<file path="config.mk">
export PLATFORM = sky130hd
export DESIGN_NAME = conv_window_gen
export DESIGN_NICKNAME = d
export VERILOG_FILES = /design/src/rtl/conv_window_gen.sv
export SDC_FILE = /design/constraint.sdc
export NUM_CORES = 1
export LEC_CHECK = 0
export CORE_MARGIN = 3
export CORE_UTILIZATION = 40
export CTS_CLUSTER_SIZE = 30
export DETAILED_ROUTE_END_ITERATION = 16
export PLACE_DENSITY = 0.63
export REMOVE_ABC_BUFFERS = 1
export SYNTH_ARGS = -nofsm -noshare
export SYNTH_HDL_FRONTEND = slang
export SYNTH_SLANG_ARGS = --single-unit
</file>
<file path="constraint.sdc">
create_clock -name clk -period 5.1 [get_ports clk]
set_clock_uncertainty 0.1 [all_clocks]
set_input_delay 1.02 -clock clk [delete_from_list [all_inputs] [get_ports clk]]
set_output_delay 1.02 -clock clk [all_outputs]
set_load 0.01 [all_outputs]
</file>
<file path="src/rtl/conv_window_gen.sv">
// conv_window_gen: raster pixel stream to R x C sliding windows (no padding).
//
// Keeps R-1 line buffers (one image row each, addressed by column) and an R x C
// shift window. Each accepted pixel shifts the window left by one column. The new
// right-hand column is filled from the line-buffer taps (rows 0..R-2) and the
// incoming pixel (row R-1). A window is presented only when the pixel just
// accepted sits at row >= R-1 and col >= C-1. This suppresses both the windows
// that straddle a row wrap and any window that would include stale line-buffer
// data from a previous frame.
//
// Ports:
//   clk, rst       clock; asynchronous active-low reset
//   clr            synchronous clear (line buffers keep their contents)
//   pix_in/valid   raster-order pixel input; pix_ready is the backpressure
//   A              flattened window, element (r,c) at [(r*C+c)*In_d_W +: In_d_W]
//   win_valid      A holds a complete window; win_ready is the downstream accept
//   win_last       qualifies win_valid: bottom-right window of the frame
//   frame_done     one-cycle pulse after the win_last window is accepted
module conv_window_gen #(
    parameter int unsigned In_d_W = 8,
    parameter int unsigned R      = 3,
    parameter int unsigned C      = 3,
    parameter int unsigned IMG_W  = 28,
    parameter int unsigned IMG_H  = 28
) (
    input  logic                    clk,
    input  logic                    rst,
    input  logic                    clr,
    input  logic [In_d_W-1:0]       pix_in,
    input  logic                    pix_valid,
    output logic                    pix_ready,
    output logic [R*C*In_d_W-1:0]   A,
    output logic                    win_valid,
    input  logic                    win_ready,
    output logic                    win_last,
    output logic                    frame_done
);

    localparam int unsigned CW = $clog2(IMG_W);
    localparam int unsigned RW = $clog2(IMG_H);

    localparam logic [CW-1:0] COL_LAST = CW'(IMG_W - 1);
    localparam logic [CW-1:0] COL_WIN  = CW'(C - 1);
    localparam logic [RW-1:0] ROW_LAST = RW'(IMG_H - 1);
    localparam logic [RW-1:0] ROW_WIN  = RW'(R - 1);

    logic [CW-1:0]     col_cnt;
    logic [RW-1:0]     row_cnt;
    logic [In_d_W-1:0] win [R][C];
    // lb[R-2] holds the previous image row, lb[0] the row R-1 rows back.
    logic [In_d_W-1:0] lb  [R-1][IMG_W];

    logic pix_acc;
    logic win_acc;
    logic completes;
    logic frame_end;

    assign pix_ready = !win_valid || win_ready;
    assign pix_acc   = pix_valid && pix_ready;
    assign win_acc   = win_valid && win_ready;
    assign completes = (row_cnt >= ROW_WIN) && (col_cnt >= COL_WIN);
    assign frame_end = (row_cnt == ROW_LAST) && (col_cnt == COL_LAST);

    always_ff @(posedge clk or negedge rst) begin
        if (!rst) begin
            col_cnt    <= '0;
            row_cnt    <= '0;
            win_valid  <= 1'b0;
            win_last   <= 1'b0;
            frame_done <= 1'b0;
            for (int r = 0; r < R; r++) begin
                for (int c = 0; c < C; c++) begin
                    win[r][c] <= '0;
                end
            end
        end else if (clr) begin
            col_cnt    <= '0;
            row_cnt    <= '0;
            win_valid  <= 1'b0;
            win_last   <= 1'b0;
            frame_done <= 1'b0;
            for (int r = 0; r < R; r++) begin
                for (int c = 0; c < C; c++) begin
                    win[r][c] <= '0;
                end
            end
        end else begin
            frame_done <= win_acc && win_last;
            if (pix_acc) begin
                if (col_cnt == COL_LAST) begin
                    col_cnt <= '0;
                    row_cnt <= (row_cnt == ROW_LAST) ? '0 : row_cnt + 1'b1;
                end else begin
                    col_cnt <= col_cnt + 1'b1;
                end
                for (int r = 0; r < R; r++) begin
                    for (int c = 0; c < C - 1; c++) begin
                        win[r][c] <= win[r][c+1];
                    end
                end
                for (int r = 0; r < R - 1; r++) begin
                    win[r][C-1] <= lb[r][col_cnt];
                end
                win[R-1][C-1] <= pix_in;
                // A simultaneous window accept is implied: pix_acc needs pix_ready.
                win_valid <= completes;
                win_last  <= completes && frame_end;
            end else if (win_acc) begin
                win_valid <= 1'b0;
                win_last  <= 1'b0;
            end
        end
    end

    // Line buffers are deliberately not reset; emission gating hides stale rows.
    always_ff @(posedge clk) begin
        if (pix_acc && !clr) begin
            for (int r = 0; r < R - 2; r++) begin
                lb[r][col_cnt] <= lb[r+1][col_cnt];
            end
            lb[R-2][col_cnt] <= pix_in;
        end
    end

    always_comb begin
        A = '0;
        for (int r = 0; r < R; r++) begin
            for (int c = 0; c < C; c++) begin
                A[(r*C+c)*In_d_W +: In_d_W] = win[r][c];
            end
        end
    end

endmodule

</file>
## Word-level counts from Yosys, hierarchy flattened

Memories as Yosys holds them, arrays and structs flattened.
Cells that the tools add are included.

- Register bits after elaboration: 85
- RAM bits: 448
- Bits of input ports: 13
- Output and inout port bits: 76
- Logic and storage cells: 64
- Memories: 1

- Add/subtract/negate cells: 2
- Magnitude comparators: 4
- Eq/ne operators: 2
- Muxes and demuxes: 25
- Bitwise operators: 1
- Reduce and logical (&&, ||, !) cells: 15

Memory list:

| memory | words | width | rd ports | clocked after Yosys merged registers in | write ports | line | text |
|---|---|---|---|---|---|---|---|
| lb | 2 | 224 | 2 | 0 | 2 | 51 | `logic [In_d_W-1:0] lb [R-1][IMG_W];` |

Operators with widths:

| kind | count |
|---|---|
| 224-bit 2-to-1 mux | 1 |
| 72-bit 2-to-1 mux | 2 |
| 8-bit binary-select mux with 5-bit select | 2 |
| 8-bit demux with 5-bit select | 1 |
| 8-bit 2-to-1 mux | 5 |
| 5-bit 2-to-1 mux | 7 |
| 5-bit by 1-bit adder with 5-bit output (second input constant) | 2 |
| 5-bit equality test (second input constant) | 2 |
| 5-bit by 2-bit greater-or-equal comparator with 1-bit output (second input constant) | 2 |
| 1-bit logical AND | 8 |
| 1-bit 2-to-1 mux | 7 |
| 6-bit greater-or-equal comparator (second input constant) | 1 |
| 6-bit by 1-bit < comparator with 1-bit output (second input constant) | 1 |
| 5-bit inverter with 6-bit output | 1 |
| 2-bit nonzero test | 2 |
| 3-bit nonzero test | 1 |
| 1-bit logical NOT | 2 |
| 2-bit AND reduction | 1 |
| 1-bit logical OR | 1 |

## Longest topological paths before layout

Gate-level depths: netlist (run 1).

- Depth in word-level cells: 6
- Gate-level depth with buffers: 9

## Worst setup path after synthesis (run 1)

OpenSTA, ideal clock, no wires.

- Path type: in2reg
- Start point: in win_ready
- End point: mem lb[0][104] in the netlist's numbering (enable)
- Setup time: 388 ps
- Arrival time: 2,512 ps
- Data required time: 4,612 ps
- Setup slack: 2,100 ps
- Stages: 6
- Path buffers: 1
- Path through: nand2b_1 > buf_2 > nand2_1 > nor2_1 > nand2_1 > nor2_1

RTL lines:

| element | line | text |
|---|---|---|
| start: declaration | 34 | `input logic win_ready,` |
| end: declaration | 51 |  |

==> results of run 1 <==
[per-stage QoR]
step | hold slack, ps | instances | TNS (ps) | cell area (µm²) | worst slack [ps]
4_1_cts | 425 | 2109 | 0 | 24400 | 1390
6_report | 421 | 2109 | 0 | 24400 | 1380
5_1_grt | 444 | 2109 | 0 | 24400 | 1240
2_1_floorplan | 405 | 1181 | -1046240 | 20600 | -1920
3_3_place_gp | 409 | 2009 | 0 | 22800 | 1350
3_5_place_dp | 417 | 2009 | 0 | 22800 | 1340
[state kept, by name, indices dropped and copies added (netlist names)]
register    flops
A              72
col_cnt         5
frame_done      1
lb            448
row_cnt         5
win_last        1
win_valid       1
[worst max-delay path: stages (launching register included)]
cell and delay, ps:
sky130_fd_sc_hd__dfrtp_4 1090, sky130_fd_sc_hd__buf_4 500, sky130_fd_sc_hd__mux2i_1 230, sky130_fd_sc_hd__o22ai_1 110
sky130_fd_sc_hd__nor3_1 290, sky130_fd_sc_hd__o211a_1 230, sky130_fd_sc_hd__nand2_1 600
[final timing paths]
| check | startpoint | end | slack, ps | cells past startpoint |
|---|---|---|---|---|
| setup / recovery | col_cnt[1] | lb[0][210] | 1380 | 6 |
| setup reg to reg | col_cnt[1] | lb[0][210] | 1380 | 6 |
| hold / removal | A[30] | A[30] | 420 | 2 |
| hold reg to reg | A[30] | A[30] | 420 | 2 |
| max in group asynchronous | rst | A[30] | 3490 | 2 |
| min in group asynchronous | rst | A[0] | 440 | 1 |
[per-layer routing]
layer | global-route usage [%] | part of all wire [%] | vias up
li1 | - | - | 5131
met1 | 25.7 | 42 | 5977
met2 | 29.1 | 47 | 535
met3 | 3.54 | 7.9 | 103
met4 | 7.18 | 3.4 | 0
met5 | 0 | 0 | -
[placed cells by master, fill, tap and decap left out, drive strengths merged, types with 3 or more instances in the layout]
cell type      synthesis  final
nor2                  47     47
o211a                  4      4
o21ba                  5      5
nor2b                 13     13
inv                    7      9
and2                   5      5
o22ai                 20     20
mux4                  56     56
buf                   46     62
clkbuf                25     81
nor3                   8      8
mux2                  12     12
nor4                   4      4
a31oi                  6      6
o211ai                 4      4
o21ai                 17     17
a211oi                15     15
a22oi                 24     24
mux2i                100    100
nand2b                 3      3
nand3                 14     14
edfxtp               448    448
nand2                161    161
nand4                 11     11
clkinv                 1     17
a22o                   3      3
ha                     6      6
dfrtp                 85     85
clkdlybuf4s50          0     86
a21oi                 66     66
or3                    3      3
o2111ai                4      4
nand4bb                3      3
[cells by family after synthesis]
family                   Yosys count  synth area share (%)
AO/OA/AOI/OAI                    182                  5.68
AND/OR/NAND/NOR                  282                  6.04
adder cells (fa/ha/maj)            6                 0.358
multiplexers                     168                  11.4
buffers and inverters             79                  2.14
flip-flops                       533                  74.3
XOR/XNOR                           2                0.0835
[power groups by stage]
| stage | Sequential, W | Clock (W) | Combinational, W |
|---|---|---|---|
| final | 0.00486 | 0.00371 | 0.000511 |
| after global routing | 0.00486 | 0.00394 | 0.000548 |
| after CTS | 0.00486 | 0.00377 | 0.000516 |
| after detailed placement | 0.00495 | 0 | 0.000514 |
| after global placement | 0.00495 | 0 | 0.000505 |
| after floorplan | 0.00497 | 0 | 0.000260 |
[cell type report]
type	count	area, µm²
clock inverter	19	121
timing repair buffer	148	1320
tap	680	851
clock buffer	81	1530
inverter	8	30.0
fill	4388	27200
multi-input combinational	640	4970
sequential	533	15600
==> key figures, run 1 <==
Yosys
  – Post-synth EDFFs: 448
  – Most common flop cell mapped by yosys: sky130_fd_sc_hd__edfxtp_1
  – Post-synthesis instance area: 21,000 µm²
  – Count of distinct cell types in the synthesized netlist: 60
  – Ranking of synthesized cells by area: sky130_fd_sc_hd__edfxtp_1 (64%), sky130_fd_sc_hd__dfrtp_1 (10%), sky130_fd_sc_hd__mux4_2 (6.0%)
  – Syn Inst Count: 1,252
  – Average size of a mapped cell: 16.8 µm²
  – Commonest cells in the synthesized netlist: sky130_fd_sc_hd__edfxtp_1 (448), sky130_fd_sc_hd__nand2_1 (161), sky130_fd_sc_hd__mux2i_1 (100), sky130_fd_sc_hd__dfrtp_1 (85), sky130_fd_sc_hd__a21oi_1 (66)
  – Sequential fraction of the synthesis area: 74.3%
  – Proportion of register bits with asynchronous set or reset after synthesis: 15.9%
  – Most frequent cell after synthesis: sky130_fd_sc_hd__edfxtp_1
  – Cell accounting for the most synthesized area: sky130_fd_sc_hd__edfxtp_1
  – Flip-flop and latch count after synthesis: 533
  – Total of warnings raised by yosys: 0
  – Share of the synthesized area in the top cell type: 64.1%

Pwr
  – Pint: 0.00712 W
  – Peak VDD IR: 0.231 mV
  – Static power due to leakage: 8.01 nW
  – Portion of total power attributed to combinational logic: 5.6%
  – Seq pwr share: 53.5%
  – Power per Cell Area: 372 nW/µm²
  – Psw: 0.00196 W
  – Clk pwr share: 40.9%
  – Overall Power: 0.00908 W
  – Net Sw Frac: 21.6%

Clock network
  – Post-CTS Hold Fix Bufs: 0
  – Clock Latency Late Sink: 590 ps
  – Clock tree root buffer cell: sky130_fd_sc_hd__clkbuf_16
  – Number of buffers inserted during clock tree synthesis: 54
  – Maximum level of the CTS H-tree: 2
  – Post-CTS Setup Inserts: 0
  – Clk slew on worst S/H paths: 60 ps
  – CTS tree: built
  – Number of buffers on the longest clock path: 3
  – PostCTS Resize Cnt: 0
  – Sinks on Clock Net: 533

GRT
  – Wire length of the first global-routing pass: 76,800 µm
  – Antenna violations before repair: 0
  – Leftover overflow at the end of global routing: 0
  – Gr usage total: 18.5%
  – Pin count of the biggest net entering global routing: 71
  – Number of global-route vias before repair: 11,800

Finish
  – Utilization after layout: 47.3%
  – Net count reported at finish: 1,404
  – Ant. Diodes: 0
  – P&R area growth vs syn: 16.4%
  – Ratio of cells with drive above 1 in the final layout: 15.3%

Critical path
  – Data arrival time of the worst path: 3690 ps
  – Critical path capture point type: flop
  – Setup CP Type: flop to flop
  – Required time reported for the critical path endpoint: 5070 ps
  – Maximum fanout along the worst path: 62
  – Sort of element at the start of the critical path: flop

Routing
  – DRT antenna net count: 0
  – Number of iterations in the first detailed-routing pass: 5
  – Ratio of routed vias to standard cells: 5.57
  – WL per Instance: 24.7 µm
  – Number of DRC markers after the initial detailed-route iteration: 1,238
  – DRT Wirelength: 52,100 µm
  – Overall via count from detail_route: 11,700
  – Detailed-route DRC error count: 0

Floorplanning
  – Floorplan die height: 235 µm
  – Die Area: 55,200 µm²
  – Floorplan core area: 51,600 µm²
  – Initial Util: 40.6%
  – Count of standard-cell rows: 83
  – IO Pins: 89
  – Die extent in x: 235 µm

Worst hold path
  – Min-delay worst type: flop to flop

Placement
  – RD Place Congestion: 0.864
  – Count of port buffers added during placement: 88
  – HPWL after DPL: 32,200 µm

STA
  – Highest Clock Rate: 269 MHz
  – Count of pins over their slew limit: 0
  – Fin crit share: 72.9%
  – Headroom to the max-slew limit: 14.1%
  – Setup repair after global routing missed its margin: no
  – Hold violation count in the final report: 0
  – Clock period minus worst slack: 3720 ps
  – Number of failing setup endpoints in the final timing report: 0
  – Least-Margin Pin Slew: 1280 ps

Run
  – Number of max-cap violations: 0

Status
  – Outcome: completed
No activity file was read; power rests on OpenSTA's default activity.
==> run 2: changes to the inputs <==
--- a/config.mk
+++ b/config.mk
@@ -9,7 +9,7 @@
 export CORE_UTILIZATION = 40
 export CTS_CLUSTER_SIZE = 30
 export DETAILED_ROUTE_END_ITERATION = 16
-export PLACE_DENSITY = 0.63
+export PLACE_DENSITY = 0.66
 export REMOVE_ABC_BUFFERS = 1
 export SYNTH_ARGS = -nofsm -noshare
 export SYNTH_HDL_FRONTEND = slang
==> constraint.sdc (replaced) <==
create_clock -name clk -period 3.27 [get_ports clk]
set_clock_uncertainty 0.1 [all_clocks]
set_input_delay 0.654 -clock clk [delete_from_list [all_inputs] [get_ports clk]]
set_output_delay 0.654 -clock clk [all_outputs]
set_load 0.01 [all_outputs]
==> key figures, run 2 (synthesis gave the netlist of run 1 again) <==
Critical path
  – Kind of cell adding the most delay to the critical path: buffers and inverters
  – Cell repeated most along the worst path: sky130_fd_sc_hd__buf_12
  – Cell count of the worst reg-to-reg path: 8
  – Maximum fanout along the worst path: 36
  – Critical path capture point type: flop
  – Setup CP Type: flop to flop
  – Launch point of the worst reg-to-reg path: col_cnt[1]
  – Sequence of cells on the critical path: buf_12 > buf_12 > mux2i_1 > o22ai_1 > a211oi_1 > nand3_1 > buf_12 > o21ba_1
  – Sort of element at the start of the critical path: flop
  – Required time reported for the critical path endpoint: 3670 ps
  – CP startpoint: col_cnt[1]
  – WP buf/inv: 3
  – Cell with the largest stage delay on the worst path: sky130_fd_sc_hd__dfrtp_4
  – Cell count along the critical path: 8
  – Data arrival time of the worst path: 3270 ps
  – Maximum single-stage delay on the critical path: 720 ps

STA
  – Fin crit share: 88.0%
  – Hold violation count in the final report: 0
  – Setup TNS after final layout: 0 ps
  – Number of failing setup endpoints in the final timing report: 0
  – Highest Clock Rate: 348 MHz
  – Setup repair after global routing missed its margin: no
  – Count of pins over their slew limit: 0
  – Headroom to the max-slew limit: 49.1%
  – Least-Margin Pin Slew: 753 ps
  – Clock period minus worst slack: 2880 ps

Pwr
  – Peak VDD IR: 0.434 mV
  – Overall Power: 0.0148 W
  – Power per Cell Area: 588 nW/µm²
  – Static power due to leakage: 8.39 nW

Routing
  – WL per Instance: 23.4 µm
  – Detailed-route DRC error count: 0
  – Ratio of routed vias to standard cells: 5.50
  – DRT Wirelength: 50,300 µm
  – DRT antenna net count: 0
  – Overall via count from detail_route: 11,800
  – Number of DRC markers after the initial detailed-route iteration: 1,146
  – Number of iterations in the first detailed-routing pass: 6

Worst hold path
  – Hold path startpoint: clr
  – Hold depth: 2
  – Min-delay worst type: input pin to flop

GRT
  – Gr usage total: 18.1%
  – Antenna violations before repair: 0
  – M2 GR Usage: 28.2%
  – Grt met1 use: 24.4%
  – Met3 track utilization from global routing: 4.46%
  – Busiest layer in global routing: met2
  – Number of global-route vias before repair: 11,900
  – Wire length of the first global-routing pass: 75,800 µm
  – Pin count of the biggest net entering global routing: 86
  – Leftover overflow at the end of global routing: 0

Clock network
  – Number of buffers on the longest clock path: 3
  – Post-CTS Setup Inserts: 0
  – Clk slew on worst S/H paths: 60 ps
  – Sinks on Clock Net: 533
  – Number of buffers inserted during clock tree synthesis: 54
  – Clock Latency Late Sink: 610 ps
  – Maximum level of the CTS H-tree: 2
  – PostCTS Resize Cnt: 0
  – CTS tree: built
  – Post-CTS Hold Fix Bufs: 1
  – Clock tree root buffer cell: sky130_fd_sc_hd__clkbuf_16

Floorplanning
  – IO Pins: 89
  – Die extent in x: 235 µm
  – Count of standard-cell rows: 83
  – Floorplan core area: 51,600 µm²
  – Floorplan die height: 235 µm
  – Initial Util: 40.6%
  – Die Area: 55,200 µm²

Finish
  – Utilization after layout: 48.8%
  – Ant. Diodes: 0
  – Most common cell after layout, fill and taps aside: sky130_fd_sc_hd__edfxtp_1
  – Highest-count cells in the layout ignoring fill and taps: sky130_fd_sc_hd__edfxtp_1 (448), sky130_fd_sc_hd__nand2_1 (160), sky130_fd_sc_hd__mux2i_1 (100)
  – Fillcell total: 4,256
  – P&R area growth vs syn: 20.0%
  – Register ranked first by flip-flop count: lb
  – Net count reported at finish: 1,446
  – Largest register FFs: 448
  – Ratio of cells with drive above 1 in the final layout: 17.9%

Run
  – Number of max-cap violations: 0

Placement
  – RD Place Congestion: 0.853
  – Count of port buffers added during placement: 88
  – HPWL after DPL: 32,500 µm

Status
  – Outcome: completed
[run 2: changes by cell type in the layout (fill, tap and decap cells not counted), sizes merged]
| cell | before | now |
|---|---|---|
| buf | 62 | 103 |
| bufinv | 1 | 10 |
| clkbuf | 81 | 55 |
| clkinv | 17 | 35 |
| dlygate4sd3 | 0 | 1 |
[run 2: area by class of cell]
type / count / area, µm² / area share (%)
sequential: 533 / 15600 / 61.9
multi-input combinational: 640 / 4960 / 19.7
timing repair buffer: 190 / 1900 / 7.57
clock buffer: 55 / 1360 / 5.38
tap: 680 / 851 / 3.38
clock inverter: 46 / 483 / 1.92
inverter: 8 / 30.0 / 0.119
[run 2: metrics by stage]
stage / cell area [µm²] / cells / hold slack (ps) / setup WS (ps)
6_report: 25200 / 2152 / 396 / 394
5_1_grt: 25200 / 2152 / 376 / 306
4_1_cts: 25200 / 2152 / 341 / 399
3_5_place_dp: 23300 / 2050 / 415 / 184
3_3_place_gp: 23300 / 2050 / 408 / 261
2_1_floorplan: 20600 / 1181 / 258 / -3750
[run 2: routing by layer]
metal	up-vias	share of wire [%]
li1	5237	-
met1	6046	42
met2	438	47
met3	113	7.9
met4	0	3.7
met5	-	0
[run 2: report_power, final]
part / total (W) / leakage (nW) / internal [W] / switching, W
clock network: 0.00636 / 0.909 / 0.00380 / 0.00257
logic: 0.000885 / 2.29 / 0.000359 / 0.000525
registers: 0.00755 / 5.18 / 0.00749 / 0.0000566
total: 0.0148 / 8.39 / 0.0116 / 0.00315
[run 2: final timing paths]
path | endpoint | slack (ps)
setup / recovery | A[46] | 390
hold / removal | A[10] | 400
setup reg to reg | A[46] | 390
hold reg to reg | A[53] | 420
max in group asynchronous | A[61] | 2110
min in group asynchronous | row_cnt[2] | 510
